### config.mk
export PLATFORM = sky130hd
export DESIGN_NAME = rob_ctrl_flat
export DESIGN_NICKNAME = d
export VERILOG_FILES = /design/src/rtl/rob_ctrl_if.sv /design/src/rtl/rob_ctrl.sv /design/src/flat_wrapper.sv
export SDC_FILE = /design/constraint.sdc
export NUM_CORES = 1
export LEC_CHECK = 0
export ABC_AREA = 1
export CORE_AREA = 4 4 617 619
export DETAILED_ROUTE_END_ITERATION = 16
export DIE_AREA = 0 0 621 623
export PLACE_DENSITY = 0.3
export SLEW_MARGIN = 20
export SYNTH_ARGS = -nofsm -noshare
export SYNTH_HDL_FRONTEND = slang
export SYNTH_SLANG_ARGS = --single-unit
### constraint.sdc
create_clock -name clock -period 2.4 [get_ports clock]
set_input_delay 0.48 -clock clock [delete_from_list [all_inputs] [get_ports clock]]
set_output_delay 0.48 -clock clock [all_outputs]
set_load 0.02 [all_outputs]
### src/rtl/rob_ctrl_if.sv
// Handshake bundle between the ROB controller and the rename/dispatch, writeback, flush and commit paths.
// The master side drives dispatch, writeback and flush; the slave side (rob_ctrl) drives ready, index and commit.
interface rob_ctrl_if #(
    parameter int IDX_W  = 6,
    parameter int PREG_W = 7
);
    logic              disp_valid;
    logic              disp_ready;
    logic [IDX_W-1:0]  disp_robidx;
    logic              wb_valid;
    logic [IDX_W-1:0]  wb_robidx;
    logic              wb_skip;
    logic              flush_valid;
    logic              commit_valid;
    logic [4:0]        commit_lrd;
    logic [PREG_W-1:0] commit_prd;
    logic [PREG_W-1:0] commit_old_prd;
    logic              commit_need_to_wb;

    modport master (
        output disp_valid, wb_valid, wb_robidx, wb_skip, flush_valid,
        input  disp_ready, disp_robidx, commit_valid, commit_lrd, commit_prd,
               commit_old_prd, commit_need_to_wb
    );

    modport slave (
        input  disp_valid, wb_valid, wb_robidx, wb_skip, flush_valid,
        output disp_ready, disp_robidx, commit_valid, commit_lrd, commit_prd,
               commit_old_prd, commit_need_to_wb
    );
endinterface

### src/rtl/rob_ctrl.sv
// Reorder-buffer control: head/tail pointers with wrap bit, occupancy count, per-entry strobes
// and a registered single-instruction in-order commit stage.
module rob_ctrl #(
    parameter int DEPTH  = 64,
    parameter int IDX_W  = 6,
    parameter int PREG_W = 7
) (
    input  logic                    clock,
    input  logic                    reset_n,
    rob_ctrl_if.slave               bus,
    output logic [DEPTH-1:0]        ent_enq_valid,
    output logic [DEPTH-1:0]        ent_wb_set_complete,
    output logic                    ent_wb_set_skip,
    output logic [DEPTH-1:0]        ent_commit_vld,
    output logic                    ent_flush_vld,
    input  logic [DEPTH-1:0]        ent_ready_to_commit,
    input  logic [DEPTH*5-1:0]      ent_lrd_vec,
    input  logic [DEPTH*PREG_W-1:0] ent_prd_vec,
    input  logic [DEPTH*PREG_W-1:0] ent_old_prd_vec,
    input  logic [DEPTH-1:0]        ent_need_to_wb_vec,
    output logic                    rob_empty,
    output logic                    rob_full
);

    logic [IDX_W:0]    head_q, head_d, tail_q, tail_d, count_q, count_d;
    logic              commit_valid_q, commit_valid_d;
    logic [4:0]        commit_lrd_q, commit_lrd_d;
    logic [PREG_W-1:0] commit_prd_q, commit_prd_d;
    logic [PREG_W-1:0] commit_old_prd_q, commit_old_prd_d;
    logic              commit_need_to_wb_q, commit_need_to_wb_d;

    logic [IDX_W-1:0]  head_idx, tail_idx;
    logic              enq_fire, commit_fire;

    logic [4:0]        lrd_arr     [DEPTH];
    logic [PREG_W-1:0] prd_arr     [DEPTH];
    logic [PREG_W-1:0] old_prd_arr [DEPTH];

    for (genvar g = 0; g < DEPTH; g++) begin : g_unpack
        assign lrd_arr[g]     = ent_lrd_vec[g*5 +: 5];
        assign prd_arr[g]     = ent_prd_vec[g*PREG_W +: PREG_W];
        assign old_prd_arr[g] = ent_old_prd_vec[g*PREG_W +: PREG_W];
    end

    assign head_idx  = head_q[IDX_W-1:0];
    assign tail_idx  = tail_q[IDX_W-1:0];
    assign rob_empty = (head_q == tail_q);
    assign rob_full  = (head_idx == tail_idx) && (head_q[IDX_W] != tail_q[IDX_W]);

    // Strobes are forced low while reset is held so entries never see a stray pulse.
    assign bus.disp_ready  = reset_n & ~rob_full & ~bus.flush_valid;
    assign bus.disp_robidx = tail_idx;
    assign enq_fire        = bus.disp_valid & bus.disp_ready;
    assign commit_fire     = reset_n & ent_ready_to_commit[head_idx] & ~rob_empty & ~bus.flush_valid;

    assign ent_enq_valid       = DEPTH'(enq_fire) << tail_idx;
    assign ent_commit_vld      = DEPTH'(commit_fire) << head_idx;
    assign ent_wb_set_complete = DEPTH'(bus.wb_valid & reset_n) << bus.wb_robidx;
    assign ent_wb_set_skip     = bus.wb_skip;
    assign ent_flush_vld       = bus.flush_valid;

    always_comb begin
        head_d              = head_q;
        tail_d              = tail_q;
        count_d             = count_q;
        commit_valid_d      = commit_fire;
        commit_lrd_d        = commit_lrd_q;
        commit_prd_d        = commit_prd_q;
        commit_old_prd_d    = commit_old_prd_q;
        commit_need_to_wb_d = commit_need_to_wb_q;
        if (commit_fire) begin
            head_d              = head_q + (IDX_W+1)'(1);
            commit_lrd_d        = lrd_arr[head_idx];
            commit_prd_d        = prd_arr[head_idx];
            commit_old_prd_d    = old_prd_arr[head_idx];
            commit_need_to_wb_d = ent_need_to_wb_vec[head_idx];
        end
        if (enq_fire) tail_d = tail_q + (IDX_W+1)'(1);
        if (enq_fire && !commit_fire)      count_d = count_q + (IDX_W+1)'(1);
        else if (commit_fire && !enq_fire) count_d = count_q - (IDX_W+1)'(1);
        // Flush squashes everything in flight; commit and enqueue are already blocked above.
        if (bus.flush_valid) begin
            head_d         = '0;
            tail_d         = '0;
            count_d        = '0;
            commit_valid_d = 1'b0;
        end
    end

    always_ff @(posedge clock or negedge reset_n) begin
        if (!reset_n) begin
            head_q              <= '0;
            tail_q              <= '0;
            count_q             <= '0;
            commit_valid_q      <= 1'b0;
            commit_lrd_q        <= '0;
            commit_prd_q        <= '0;
            commit_old_prd_q    <= '0;
            commit_need_to_wb_q <= 1'b0;
        end else begin
            head_q              <= head_d;
            tail_q              <= tail_d;
            count_q             <= count_d;
            commit_valid_q      <= commit_valid_d;
            commit_lrd_q        <= commit_lrd_d;
            commit_prd_q        <= commit_prd_d;
            commit_old_prd_q    <= commit_old_prd_d;
            commit_need_to_wb_q <= commit_need_to_wb_d;
        end
    end

    assign bus.commit_valid      = commit_valid_q;
    assign bus.commit_lrd        = commit_lrd_q;
    assign bus.commit_prd        = commit_prd_q;
    assign bus.commit_old_prd    = commit_old_prd_q;
    assign bus.commit_need_to_wb = commit_need_to_wb_q;

    a_occupancy: assert property (@(posedge clock) disable iff (!reset_n)
        (rob_empty == (count_q == '0)) && (rob_full == (count_q == (IDX_W+1)'(DEPTH))));

endmodule

### src/flat_wrapper.sv
// flat-port wrapper written by rule: the top's interface ports become plain ports
module rob_ctrl_flat 
#(
    parameter int DEPTH  = 64,
    parameter int IDX_W  = 6,
    parameter int PREG_W = 7
)
  (clock, reset_n, ent_enq_valid, ent_wb_set_complete, ent_wb_set_skip, ent_commit_vld, ent_flush_vld, ent_ready_to_commit, ent_lrd_vec, ent_prd_vec, ent_old_prd_vec, ent_need_to_wb_vec, rob_empty, rob_full, bus_disp_valid, bus_wb_valid, bus_wb_robidx, bus_wb_skip, bus_flush_valid, bus_disp_ready, bus_disp_robidx, bus_commit_valid, bus_commit_lrd, bus_commit_prd, bus_commit_old_prd, bus_commit_need_to_wb);
  rob_ctrl_if #(.IDX_W(IDX_W), .PREG_W(PREG_W)) bus_i ();
  input  logic clock;
  input  logic reset_n;
  output logic [DEPTH-1:0] ent_enq_valid;
  output logic [DEPTH-1:0] ent_wb_set_complete;
  output logic ent_wb_set_skip;
  output logic [DEPTH-1:0] ent_commit_vld;
  output logic ent_flush_vld;
  input  logic [DEPTH-1:0] ent_ready_to_commit;
  input  logic [DEPTH*5-1:0] ent_lrd_vec;
  input  logic [DEPTH*PREG_W-1:0] ent_prd_vec;
  input  logic [DEPTH*PREG_W-1:0] ent_old_prd_vec;
  input  logic [DEPTH-1:0] ent_need_to_wb_vec;
  output logic rob_empty;
  output logic rob_full;
  input wire logic [$bits(bus_i.disp_valid)-1:0] bus_disp_valid;
  input wire logic [$bits(bus_i.wb_valid)-1:0] bus_wb_valid;
  input wire logic [$bits(bus_i.wb_robidx)-1:0] bus_wb_robidx;
  input wire logic [$bits(bus_i.wb_skip)-1:0] bus_wb_skip;
  input wire logic [$bits(bus_i.flush_valid)-1:0] bus_flush_valid;
  output wire logic [$bits(bus_i.disp_ready)-1:0] bus_disp_ready;
  output wire logic [$bits(bus_i.disp_robidx)-1:0] bus_disp_robidx;
  output wire logic [$bits(bus_i.commit_valid)-1:0] bus_commit_valid;
  output wire logic [$bits(bus_i.commit_lrd)-1:0] bus_commit_lrd;
  output wire logic [$bits(bus_i.commit_prd)-1:0] bus_commit_prd;
  output wire logic [$bits(bus_i.commit_old_prd)-1:0] bus_commit_old_prd;
  output wire logic [$bits(bus_i.commit_need_to_wb)-1:0] bus_commit_need_to_wb;
  assign bus_i.disp_valid = bus_disp_valid;
  assign bus_i.wb_valid = bus_wb_valid;
  assign bus_i.wb_robidx = bus_wb_robidx;
  assign bus_i.wb_skip = bus_wb_skip;
  assign bus_i.flush_valid = bus_flush_valid;
  assign bus_disp_ready = bus_i.disp_ready;
  assign bus_disp_robidx = bus_i.disp_robidx;
  assign bus_commit_valid = bus_i.commit_valid;
  assign bus_commit_lrd = bus_i.commit_lrd;
  assign bus_commit_prd = bus_i.commit_prd;
  assign bus_commit_old_prd = bus_i.commit_old_prd;
  assign bus_commit_need_to_wb = bus_i.commit_need_to_wb;
  rob_ctrl #(.DEPTH(DEPTH), .IDX_W(IDX_W), .PREG_W(PREG_W)) u_core (.clock(clock), .reset_n(reset_n), .bus(bus_i), .ent_enq_valid(ent_enq_valid), .ent_wb_set_complete(ent_wb_set_complete), .ent_wb_set_skip(ent_wb_set_skip), .ent_commit_vld(ent_commit_vld), .ent_flush_vld(ent_flush_vld), .ent_ready_to_commit(ent_ready_to_commit), .ent_lrd_vec(ent_lrd_vec), .ent_prd_vec(ent_prd_vec), .ent_old_prd_vec(ent_old_prd_vec), .ent_need_to_wb_vec(ent_need_to_wb_vec), .rob_empty(rob_empty), .rob_full(rob_full));
endmodule
==> flow_summary.toml <==
[yosys]
ys_ff_latch = 35
muxShareOfSynthArea_pct = 0
synthAdderAreaFrac_pct = 0.167
avgSynthCellArea_sq_um = 4.86
synth.cell_area_sq_um = 15000
yosys-top-cells-area = "nor2_1, o21ai_0, o22ai_1, nand2_1, dfrtp_1"
synth-edff-count = 0
synth_top_area_share_pct = 21.0
synthCells = 3091
synth.largest_area_cell = "nor2_1"
synthSimpleGateAreaFrac_pct = 43.7
synth_top_family_by_area = "simple AND/OR/NAND/NOR gates"
synth_seq_area_share_pct = 5.83
syn-num-nets = 4449
synthArstFlopShare_pct = 100
ys_warn_count = 0
ys.flop_type = "dfrtp_1"
synth_compound_area_share_pct = 37.6
yosys.area_share.xor_xnor_pct = 0.641
synth_cell_types = 32

[final_layout]
drive_gt1_share_pct = 19.0
syn_to_final_growth_pct = 188
fin_nets = 6246
final_area_sq_um = 43300

[global_routing]
grt_pass1_vias = 31500
grt_max_degree = 91
grtUsageMet3_pct = 2.15
grt.overflow.total = 0
track_usage_pct = 12.9
antenna_found_initial = 149
met1_usage_pct = 14.6
grt_first_pass_wirelength_mm = 332
busiest_layer = "met2"
grt_use_met2_pct = 25.6

[worst_setup_path]
cp.arrival_ps = 2870
rrSetupSlack_ps = -770
crit_required_ps = 1920
end_kind = "output pin"
cp_max_fo = 7
r2r-end = "u_core.bus.commit_lrd[3]$_DFFE_PN0N_"
start_kind = "flip-flop"
path_class = "flip-flop to output pin"
reg2reg_from = "u_core.head_q[0]$_DFFE_PN0P_"
reg2reg_depth = 16

[power_and_ir_drop]
peakVddDrop_mv = 0.252
powerDensity_nw_per_um2 = 487
leakage_nw = 15.5
p_total_w = 0.0211

[cts]
htree_levels = 2
clk_root_buffer_cell = "clkbuf_16"
cts_made_buffers = 5
clkTransAtPathRegs_ps = 80
insertion_delay_ps = 320
clock_path_buffers = 2
numClockSinks = 35
cts_tree = "yes"

[min_path]
hp-class = "primary input to asynchronous set/reset pin"

[timing]
setup-tns-final_ps = -134920
final_hold_viol_count = 0
worst_slack_ps = -946
final.min_clock_period_ps = 3350
max_freq_ghz = 0.299
fin_crit_sh_pct = 139
rsz0062_at_grt = "yes"
slew_headroom_pct = 50.6
slew_viol_final = 0
worstMarginPinSlew_ps = 742
setup_violations = 221
clock_skew_ps = 23.0

[route]
vias_per_cell = 3.10
wl_mm = 271
drc = 0
wl_per_cell_um = 27.3
vias = 30700
drtIter0Drc = 1719
first_pass_iters = 5
detail-route-antenna-nets = 0

[placement]
io_buffers = 1577
gp_congestion = 0.897
hpwl_mm = 231
detailed_place.area_sq_um = 40600

[floorplan]
io_pins = 1580
die_y_um = 623
die_width_um = 621
die_area_sq_um = 387000
start_util_pct = 4.01
rows = 225
coreArea_sq_um = 375000

[status]
violations = "negative setup slack"
outcome = "complete, but fails checks"

[job]
drv_cap = 0
==> Yosys cell counts (4+ instances only) <==
master / n
inv_2: 5
nor4_1: 4
a22oi_1: 19
nand2_1: 513
clkbuf_1: 178
nand4_1: 97
o21ai_1: 88
inv_1: 75
nor2_2: 5
nor3_1: 51
xnor2_1: 6
buf_6: 13
buf_4: 27
xor2_1: 5
nand3_1: 70
buf_1: 17
buf_2: 83
o22ai_1: 324
dfrtp_1: 35
nor2_1: 841
a21oi_1: 43
nand2_2: 4
o21ai_0: 566
nor3_2: 11
==> worst max-delay path, cell delays in order (launching register included) <==
cell and delay [ps]:
dfrtp_4 560, buf_12 160, clkbuf_16 150, nand2_2 70, nand3_2 70, nand2_1 80, nand2_2 70, nand2_2 90
nor2_2 40, nor2_1 120, nor2_2 70, nand2_4 130, nand2_8 90, nor2_8 170, nand2_4 80, buf_12 140
nor3_4 220, buf_6 130, buf_12 100
==> flip-flops by register name, summed over array words and instances, names as in the netlist <==
name / cells
u_core.head_q: 7
u_core.bus.commit_lrd: 5
u_core.bus.commit_old_prd: 7
u_core.tail_q: 7
u_core.bus.commit_prd: 7
u_core.bus.commit_need_to_wb: 1
u_core.bus.commit_valid: 1
==> power by group <==
group / switching, W / internal (W) / total, W
sequential: 0.000116 / 0.000760 / 0.000876
clock: 0.000331 / 0.000386 / 0.000716
combinational: 0.0112 / 0.00830 / 0.0195
total: 0.0116 / 0.00944 / 0.0211
==> metrics by stage <==
| step | instances | setup WS (ps) | hold slack [ps] | utilization [%] |
|---|---|---|---|---|
| after global routing | 9901 | -1050 | 474 | 11.5 |
| final | 9921 | -946 | 418 | 11.5 |
| after detailed placement | 9809 | -1300 | 465 | 10.8 |
| after global placement | 9809 | -1400 | 469 | 10.8 |
| after CTS | 9831 | -949 | 439 | 11.0 |
| after floorplan | 3091 | -120 | 184 | - |
==> layer usage <==
layer	wire length (um)	vias up	part of all wire [%]
met5	272	-	0.10
met4	4460	42	1.6
met2	147000	1268	54
met1	106000	14800	39
li1	-	14300	-
met3	12400	261	4.6
==> kinds of logic after synthesis <==
family          count (synthesis)
compound gates               1040
fa+ha+maj                       2
buf+inv                       401
simple gates                 1602
xor+xnor                       11
flops                          35
==> cell usage in the layout (no fill, tap or decap), types with 9 or more instances in the layout <==
cell,instances
nand3_4,9
nor3_2,18
diode_2,38
nor3_1,22
o22ai_2,21
clkdlybuf4s50_1,1442
nand4_1,97
clkbuf_16,21
nor2_2,42
nor2_4,32
o22ai_1,301
inv_1,74
buf_12,114
nor2_1,773
o21ai_2,17
buf_16,16
o21ai_1,113
buf_4,414
dfrtp_1,33
nand2_4,12
nand3_2,13
nand3_1,49
nand2_1,483
a22oi_2,15
a21oi_1,33
nand2_2,21
nor3_4,22
buf_6,85
o21ai_0,518
==> how the worst max path moves through the flow <==
stage	from	to	slack, ps	cells after the start
finish	u_core.head_q[0]$_DFFE_PN0P_	ent_commit_vld[33]	-950	18
global route	u_core.head_q[0]$_DFFE_PN0P_	ent_commit_vld[33]	-1050	18
CTS	u_core.head_q[0]$_DFFE_PN0P_	ent_commit_vld[28]	-950	19
detailed placement	ent_ready_to_commit[56]	ent_commit_vld[60]	-1300	17
global placement	ent_ready_to_commit[57]	ent_commit_vld[60]	-1400	17
floorplan	u_core.head_q[0]$_DFFE_PN0P_	ent_commit_vld[11]	-120	15
==> final cells by class <==
class                   instances  area, sq um
diodes                         38         95.1
clock buffers                   6          129
clock inverters                 2         12.5
fillers                     43900       332000
inverters                      83          343
multi-input cells            2655        13700
flip-flops and latches         35          883
well taps                    4994         6250
repair buffers               2105        21800
repair inverters                3         45.0
==> repair_timing <==
item	4_1_cts	5_1_grt
setup buffers	12	34
hold buffers	0	0
gates resized for setup	498	329
setup endpoints to repair	225	227
pin swaps	27	45
cloned	3	20
No activity file was read; power rests on OpenSTA's default activity.
